[src/rtl/iq_allocator_if.sv]
// Dispatch/retire handshake bundle between the reorder buffer and the slot allocator.
// Ports: alloc_req*/retire* from the master (reorder buffer side); grants, indices,
//        oldest pointers and occupancy status from the slave (allocator).
`ifndef NUM_IQ_ENTRIES_LOG2
`define NUM_IQ_ENTRIES_LOG2 3
`endif

interface iq_allocator_if #(
    parameter int ADDR_WIDTH = `NUM_IQ_ENTRIES_LOG2
);
    logic                  alloc_req0;
    logic                  alloc_req1;
    logic                  alloc_grant0;
    logic                  alloc_grant1;
    logic [ADDR_WIDTH-1:0] alloc_index0;
    logic [ADDR_WIDTH-1:0] alloc_index1;
    logic                  retire0;
    logic                  retire1;
    logic [ADDR_WIDTH-1:0] oldest0;
    logic [ADDR_WIDTH-1:0] oldest1;
    logic [ADDR_WIDTH:0]   count;
    logic                  empty;
    logic                  full;

    modport master (
        output alloc_req0, alloc_req1, retire0, retire1,
        input  alloc_grant0, alloc_grant1, alloc_index0, alloc_index1,
        input  oldest0, oldest1, count, empty, full
    );

    modport slave (
        input  alloc_req0, alloc_req1, retire0, retire1,
        output alloc_grant0, alloc_grant1, alloc_index0, alloc_index1,
        output oldest0, oldest1, count, empty, full
    );
endinterface

[src/rtl/iq_allocator.sv]
// In-order circular slot allocator / head tracker for the reorder buffer (2 alloc + 2 retire per cycle).
// Latency: grants and indices are combinational off registered count/tail; pointers update at posedge.
// Backpressure: grants drop when free space is short (partial grant possible); retires clamp to occupancy.
// Ports: clk, reset (sync, active-high), flush (sync, same state effect as reset), bus (iq_allocator_if.slave),
//        alloc_stall_count (32b, present only when IQ_ALLOC_STALL_STATS_EN is defined).
`ifndef NUM_IQ_ENTRIES_LOG2
`define NUM_IQ_ENTRIES_LOG2 3
`endif

module iq_allocator #(
    parameter int ADDR_WIDTH = `NUM_IQ_ENTRIES_LOG2
) (
    input  logic           clk,
    input  logic           reset,
    input  logic           flush,
    iq_allocator_if.slave  bus
`ifdef IQ_ALLOC_STALL_STATS_EN
    ,
    output logic [31:0]    alloc_stall_count
`endif
);
    localparam int                  DEPTH   = 1 << ADDR_WIDTH;
    localparam logic [ADDR_WIDTH:0] DEPTH_C = (ADDR_WIDTH+1)'(DEPTH);
    localparam logic [ADDR_WIDTH:0] ONE_C   = (ADDR_WIDTH+1)'(1);
    localparam logic [ADDR_WIDTH:0] TWO_C   = (ADDR_WIDTH+1)'(2);

    logic [ADDR_WIDTH-1:0] head_q;
    logic [ADDR_WIDTH-1:0] tail_q;
    logic [ADDR_WIDTH:0]   count_q;

    logic                  clr;
    logic [ADDR_WIDTH:0]   free;
    logic                  grant0;
    logic                  grant1;
    logic [1:0]            ret_raw;
    logic [1:0]            ret_n;
    logic [1:0]            grant_n;

    assign clr  = reset | flush;
    // Space is judged on the registered count only: a retire in this cycle frees nothing until next cycle.
    assign free = DEPTH_C - count_q;

    assign grant0 = ~clr & bus.alloc_req0 & (free >= ONE_C);
    assign grant1 = ~clr & bus.alloc_req0 & bus.alloc_req1 & (free >= TWO_C);

    // retire1 only counts alongside retire0; then clamp to what is actually in flight.
    always_comb begin
        ret_raw = {1'b0, bus.retire0} + {1'b0, bus.retire0 & bus.retire1};
        ret_n   = ret_raw;
        if (clr || count_q == '0) begin
            ret_n = 2'd0;
        end else if (count_q == ONE_C && ret_raw == 2'd2) begin
            ret_n = 2'd1;
        end
    end

    assign grant_n = {1'b0, grant0} + {1'b0, grant1};

    always_ff @(posedge clk) begin
        if (clr) begin
            head_q  <= '0;
            tail_q  <= '0;
            count_q <= '0;
        end else begin
            head_q  <= head_q + ADDR_WIDTH'(ret_n);
            tail_q  <= tail_q + ADDR_WIDTH'(grant_n);
            count_q <= count_q + (ADDR_WIDTH+1)'(grant_n) - (ADDR_WIDTH+1)'(ret_n);
        end
    end

    assign bus.alloc_grant0 = grant0;
    assign bus.alloc_grant1 = grant1;
    assign bus.alloc_index0 = tail_q;
    assign bus.alloc_index1 = tail_q + ADDR_WIDTH'(1);
    assign bus.oldest0      = head_q;
    assign bus.oldest1      = head_q + ADDR_WIDTH'(1);
    assign bus.count        = count_q;
    assign bus.empty        = (count_q == '0);
    assign bus.full         = (count_q == DEPTH_C);

`ifdef IQ_ALLOC_STALL_STATS_EN
    logic        stall_evt;
    logic [31:0] stall_q;

    assign stall_evt = (bus.alloc_req0 & ~grant0) | (bus.alloc_req0 & bus.alloc_req1 & ~grant1);

    // Survives flush so the statistic spans pipeline flushes; saturates rather than wrapping.
    always_ff @(posedge clk) begin
        if (reset) begin
            stall_q <= '0;
        end else if (!flush && stall_evt && stall_q != 32'hFFFF_FFFF) begin
            stall_q <= stall_q + 32'd1;
        end
    end

    assign alloc_stall_count = stall_q;
`endif
endmodule

[src/flat_wrapper.sv]
// flat-port wrapper written by rule: the top's interface ports become plain ports
module iq_allocator_flat 
#(
    parameter int ADDR_WIDTH = `NUM_IQ_ENTRIES_LOG2
)
  (clk, reset, flush, bus_alloc_req0, bus_alloc_req1, bus_retire0, bus_retire1, bus_alloc_grant0, bus_alloc_grant1, bus_alloc_index0, bus_alloc_index1, bus_oldest0, bus_oldest1, bus_count, bus_empty, bus_full);
  iq_allocator_if #(.ADDR_WIDTH(ADDR_WIDTH)) bus_i ();
  input  logic clk;
  input  logic reset;
  input  logic flush;
  input wire logic [$bits(bus_i.alloc_req0)-1:0] bus_alloc_req0;
  input wire logic [$bits(bus_i.alloc_req1)-1:0] bus_alloc_req1;
  input wire logic [$bits(bus_i.retire0)-1:0] bus_retire0;
  input wire logic [$bits(bus_i.retire1)-1:0] bus_retire1;
  output wire logic [$bits(bus_i.alloc_grant0)-1:0] bus_alloc_grant0;
  output wire logic [$bits(bus_i.alloc_grant1)-1:0] bus_alloc_grant1;
  output wire logic [$bits(bus_i.alloc_index0)-1:0] bus_alloc_index0;
  output wire logic [$bits(bus_i.alloc_index1)-1:0] bus_alloc_index1;
  output wire logic [$bits(bus_i.oldest0)-1:0] bus_oldest0;
  output wire logic [$bits(bus_i.oldest1)-1:0] bus_oldest1;
  output wire logic [$bits(bus_i.count)-1:0] bus_count;
  output wire logic [$bits(bus_i.empty)-1:0] bus_empty;
  output wire logic [$bits(bus_i.full)-1:0] bus_full;
  assign bus_i.alloc_req0 = bus_alloc_req0;
  assign bus_i.alloc_req1 = bus_alloc_req1;
  assign bus_i.retire0 = bus_retire0;
  assign bus_i.retire1 = bus_retire1;
  assign bus_alloc_grant0 = bus_i.alloc_grant0;
  assign bus_alloc_grant1 = bus_i.alloc_grant1;
  assign bus_alloc_index0 = bus_i.alloc_index0;
  assign bus_alloc_index1 = bus_i.alloc_index1;
  assign bus_oldest0 = bus_i.oldest0;
  assign bus_oldest1 = bus_i.oldest1;
  assign bus_count = bus_i.count;
  assign bus_empty = bus_i.empty;
  assign bus_full = bus_i.full;
  iq_allocator #(.ADDR_WIDTH(ADDR_WIDTH)) u_core (.clk(clk), .reset(reset), .flush(flush), .bus(bus_i));
endmodule
[config.mk]
export PLATFORM = sky130hd
export DESIGN_NAME = iq_allocator_flat
export DESIGN_NICKNAME = d
export VERILOG_FILES = /design/src/rtl/iq_allocator_if.sv /design/src/rtl/iq_allocator.sv /design/src/flat_wrapper.sv
export SDC_FILE = /design/constraint.sdc
export NUM_CORES = 1
export LEC_CHECK = 0
export BUFFER_PORTS_ARGS = -buffer_cell sky130_fd_sc_hd__buf_2
export CORE_UTILIZATION = 40
export DETAILED_ROUTE_END_ITERATION = 10
export GPL_TIMING_DRIVEN = 0
export PLACE_DENSITY = 0.66
export REMOVE_ABC_BUFFERS = 1
export SLEW_MARGIN = 20
export SYNTH_ARGS = -nofsm -noshare
export SYNTH_HDL_FRONTEND = slang
export SYNTH_SLANG_ARGS = --single-unit
[constraint.sdc]
create_clock -name clk -period 3.45 [get_ports clk]
set_input_delay 0.345 -clock clk [delete_from_list [all_inputs] [get_ports clk]]
set_output_delay 0.345 -clock clk [all_outputs]
set_load 0.1 [all_outputs]
; ---- Word-level counts from Yosys, hierarchy flattened
; Cells that the tools add are included.
[totals]
ff_bits = 10
inputBits = 7
output_inout_bits = 20
wordCells = 29
[classes]
add_sub_neg = 9
order_cmp = 2
eq_ne = 3
mux = 2
bitwise = 7
n_reduce_logical = 3
[ops]
columns = op, count
row1 = 3-bit by 1-bit adder with 3-bit output (second input constant), 2
row2 = 3-bit by 2-bit adder with 3-bit output, 2
row3 = 1-bit AND, 5
row4 = 1-bit by 1-bit adder with 2-bit output, 2
row5 = 4-bit by 2-bit adder with 4-bit output, 1
row6 = 4-bit by 1-bit equality test with 1-bit output (second input constant), 1
row7 = 4-bit equality test (second input constant), 1
row8 = 4-bit by 1-bit greater-or-equal comparator with 1-bit output (second input constant), 1
row9 = 4-bit by 2-bit greater-or-equal comparator with 1-bit output (second input constant), 1
row10 = 4-bit zero test, 1
row11 = 2-bit 2-to-1 mux, 2
row12 = 4-bit by 2-bit subtractor with 4-bit output, 1
row13 = 4-bit subtractor (first input constant), 1
row14 = 2-bit equality test (second input constant), 1
row15 = 1-bit logical AND, 1
row16 = 1-bit logical OR, 1
row17 = 1-bit inverter, 1
row18 = 1-bit OR, 1

; ---- Longest topological paths before layout
[depth]
word_depth = 8
mapped_depth = 13
mapped_depth_nobuf = 13

; ---- Worst setup path after synthesis
; OpenSTA, ideal clock, no wires.
[synth_path]
path_kind = flip-flop to flip-flop
start = register u_core.count_q[1], in the netlist u_core.bus.count[1]
end = register u_core.count_q[3], in the netlist u_core.bus.count[3]
setup_time_ns = 0.072
t_arrival_ns = 4.983
slack_ns = -1.604
stages_incl_launch_ff = 14
n_path_buf = 0
period_less_slack_ns = 5.054
path_cell_list = dfxtp_1 inv_1 ha_1 xnor2_1 nor3_1 a21oi_1 ha_1 inv_1 fa_1 inv_1 ha_1 a21o_1 a21oi_1 mux2i_1
[synth_via]
elab_chain_len = 6
word_cells_on_any_way = 14
cone_classes = 4 x add/sub / 2 x order compare / 1 x eq/ne / 2 x mux / 2 x bitwise / 3 x reduce/logical
[synth_lines]
columns = element, line_no
row1 = start: declaration, iq_allocator.sv:29  ; logic [ADDR_WIDTH:0] count_q;
row2 = start signal: assignment, iq_allocator.sv:67  ; count_q <= count_q + (ADDR_WIDTH+1)'(grant_n) - (ADDR_WIDTH+1)'(ret_n);
row3 = 4-bit subtractor, iq_allocator.sv:41  ; assign free = DEPTH_C - count_q;
row4 = 4-bit by 2-bit greater-or-equal comparator with 1-bit output, iq_allocator.sv:44  ; assign grant1 = ~clr & bus.alloc_req0 & bus.alloc_req1 & (free >= TWO_C);
row5 = 1-bit AND, iq_allocator.sv:44
row6 = named net bus_alloc_grant1, flat_wrapper.sv:16  ; output wire logic [$bits(bus_i.alloc_grant1)-1:0] bus_alloc_grant1;
row7 = 1-bit by 1-bit adder with 2-bit output, iq_allocator.sv:57  ; assign grant_n = {1'b0, grant0} + {1'b0, grant1};
row8 = 4-bit by 2-bit adder with 4-bit output, iq_allocator.sv:67
row9 = 4-bit by 2-bit subtractor with 4-bit output, iq_allocator.sv:67
; The timed path passes the listed nets, and every way through them passes these cells.
; A chain may end at the register's enable or synchronous reset.

; ---- Worst setup path in the final report
[layout_path]
start = register u_core.count_q[0], in the netlist u_core.bus.count[0]
end = register u_core.count_q[3], in the netlist u_core.bus.count[3]
[layout_via]
elab_chain_len = 6
word_cells_on_any_way = 14
cone_classes = 4 x add/sub / 2 x order compare / 1 x eq/ne / 2 x mux / 2 x bitwise / 3 x reduce/logical
[layout_lines]
columns = element, line_no
row1 = 4-bit subtractor, iq_allocator.sv:41
row2 = 4-bit by 1-bit greater-or-equal comparator with 1-bit output or 4-bit by 2-bit greater-or-equal comparator with 1-bit output (tied branches), "iq_allocator.sv:43, iq_allocator.sv:44"
row3 = 1-bit AND (on tied branches), "iq_allocator.sv:43, iq_allocator.sv:44"
row4 = 1-bit by 1-bit adder with 2-bit output, iq_allocator.sv:57
row5 = 4-bit by 2-bit adder with 4-bit output, iq_allocator.sv:67
row6 = 4-bit by 2-bit subtractor with 4-bit output *, iq_allocator.sv:67
; Every way passes the cells marked *; elsewhere a longest branch is shown, timed or not.

==> impl_metrics.json <==
{
  "remaining_drc_errors": 0,
  "drive_above_1_share": 0.355,
  "netlist_instances": 80,
  "pin_count": 27,
  "hold_path_class": "in -> reg",
  "grt_max_degree": 11,
  "slowest_stage": "fa_1",
  "coreArea_um2": 1760,
  "ys_ff_latch": 10,
  "start_util": 0.439,
  "netlist.area_leader.share": 0.258,
  "postCtsHoldBufs": 0,
  "path_depth": 13,
  "gp_congestion": 0.789,
  "cts.sinks": 10,
  "ff_latch_area_um2": 200,
  "hold_ws_ns": 0.328,
  "fin_ws_ns": 0.523,
  "cellPowerDensity_nw_per_um2": 323,
  "finalSetupTns_ns": 0,
  "dpl_worst_slack_ns": 0.495,
  "clkTransAtPathRegs_ns": 0.07,
  "ir_worst_vdd_mv": 0.231,
  "synth_cell_type_count": 23,
  "wl_mm": 1.41,
  "placed_cell_area_um2": 936,
  "slew_viol_final": 0,
  "synth_largest_area_cell": "dfxtp_1",
  "max_slew_margin": 0.677,
  "r2r_setup_slack_ns": 0.52,
  "drtAntennaViolNets": 0,
  "yosys-top-cells-area": "dfxtp_1 (26%), ha_1 (24%), fa_1 (10%)",
  "num_rows": 15,
  "finalSetupViolCount": 0,
  "multi_input_area_um2": 526,
  "hold_viol": 0,
  "grt.total_usage": 0.162,
  "yosysWarnings": 0,
  "dr.pass1.iters": 4,
  "antenna_found_initial": 0,
  "area_growth_pct": 25.5,
  "grt_pass1_vias": 572,
  "crit_fanout": 6,
  "use_met2": 0.270,
  "cp.arrival_ns": 3.12,
  "cts_max_level": 1,
  "final_util": 0.551,
  "r2r.worst_path.cells": 13,
  "routedWlPerCell_um": 10.4,
  "hold_path_depth": 2,
  "met1_usage": 0.203,
  "synth.cell_area_um2": 774,
  "startpoint": "u_core.bus.count[0]",
  "rsz0062_at_grt": "false",
  "slowest_delay_ns": 0.49,
  "post-route-period-util": 0.849,
  "clkLatencyLatePin_ns": 0.26,
  "die_x_um": 46,
  "cts_made_buffers": 3,
  "worst-setup-path-type": "reg -> reg",
  "fillers": 174,
  "grt.busiest_layer": "met2",
  "fin_skew_ns": 0.00367,
  "avgSynthCellArea_um2": 9.68,
  "finalInstanceArea_um2": 972,
  "die_h_um": 46,
  "clk_path_buf_depth": 2,
  "cts_resized": 0,
  "clockRootBuffer": "clkbuf_4",
  "io_buffers": 26,
  "min_period_ns": 2.93,
  "layout.nets": 137,
  "via_per_inst": 4.64,
  "run_status": "finished clean",
  "tightestPinTransition_ns": 0.487,
  "r2r_end": "u_core.bus.count[3]",
  "post_cts_buffers": 0,
  "cts_tree": "built",
  "p_leak_uw": 0.000503,
  "via_count": 626,
  "drt_iter0_drc": 4,
  "cp-end-kind": "flip-flop",
  "die_area_um2": 2120,
  "required_ns": 3.64,
  "cap_viol_max_count": 0,
  "crit_buf_inv": 3,
  "critPathTopFamily": "adder cells",
  "grt_overflow": 0,
  "grt_util_met3": 0.0238,
  "startpoint_type": "flip-flop",
  "n_antenna_cell": 0,
  "dp_hpwl_mm": 1.19,
  "fmax_mhz": 342,
  "crit_chain": "inv_1 > ha_1 > xnor2_1 > nor3_1 > a21oi_1 > ha_1 > inv_1 > fa_1 > inv_1 > ha_1 > a21o_1 > a21oi_1 > mux2i_1",
  "ys_seq_area_frac": 0.258,
  "grt_pass1_wl_mm": 2.42,
  "crit_path_end": "u_core.bus.count[3]",
  "r2r_start": "u_core.bus.count[0]"
}
-- layout make-up --
type,instances,area share
Inverter,13,0.0502
Timing Repair Buffer,26,0.134
Clock buffer,4,0.0373
Sequential cell,10,0.206
Tap cell,25,0.0322
Multi-Input combinational cell,57,0.541
-- Yosys cell counts (all sizes together) --
cell	number
a211oi	1
a21o	1
a21oi	2
a31oi	1
and2	7
and4	1
dfxtp	10
fa	4
ha	15
inv	13
mux2i	1
nand2	4
nand3	1
nor2	3
nor3	6
o21ai	1
or3	1
xnor2	5
xor2	3
-- flip-flops by register name (all words and copies together), names as in the netlist --
| register | cells |
|---|---|
| u_core.bus.alloc_index0 | 3 |
| u_core.bus.count | 4 |
| u_core.bus.oldest0 | 3 |
-- worst min path at each step --
| stage | startpoint | to | slack [ns] |
|---|---|---|---|
| 2_1_floorplan | reset | u_core.bus.count[2] | 0.42 |
| 3_3_place_gp | u_core.bus.oldest0[2] | u_core.bus.oldest0[2] | 0.57 |
| 3_5_place_dp | u_core.bus.alloc_index0[2] | u_core.bus.alloc_index0[2] | 0.57 |
| 4_1_cts | reset | u_core.bus.oldest0[2] | 0.33 |
| 5_1_grt | reset | u_core.bus.oldest0[2] | 0.34 |
| 6_report | reset | u_core.bus.oldest0[2] | 0.33 |
-- report_power, final --
part	internal (µW)	switching, µW	leakage, µW	total [µW]
registers	118	3.37	0.0000807	121
logic	20.9	68.0	0.000401	88.9
clock network	64.0	40.4	0.0000210	104
-- kinds of logic after synthesis --
logic type / count (synthesis) / share of synthesized area
simple gates: 23 / 0.176
fa+ha+maj: 19 / 0.346
buf+inv: 13 / 0.0630
flops: 10 / 0.258
xor+xnor: 8 / 0.0905
compound gates: 6 / 0.0533
mux: 1 / 0.0129
-- layout by cell type, fill, tap and decap left out --
cell type,n
buf_2,26
ha_1,15
inv_1,13
dfxtp_1,10
xnor2_1,5
nor3_1,5
and2_2,5
fa_1,4
nand2_1,3
xor2_1,3
clkbuf_4,3
and2_1,2
a21oi_1,2
nor2_1,2
o21ai_0,1
nor2_2,1
and4_1,1
nor3_2,1
nand3_1,1
nand2_2,1
a211oi_2,1
or3_1,1
a21o_1,1
mux2i_1,1
a31oi_1,1
clkbuf_8,1
-- per-stage QoR --
step / total power (µW) / cells
floorplan: 196 / 80
global placement: 212 / 131
detailed placement: 213 / 131
CTS: 317 / 135
global route: 327 / 135
finish: 314 / 135
-- layer usage --
layer	vias to the layer above	wire, µm
met3	4	72
met4	0	19
li1	318	-
met2	20	662
met5	-	0
met1	284	655
Power figures use the tool's default switching activity.
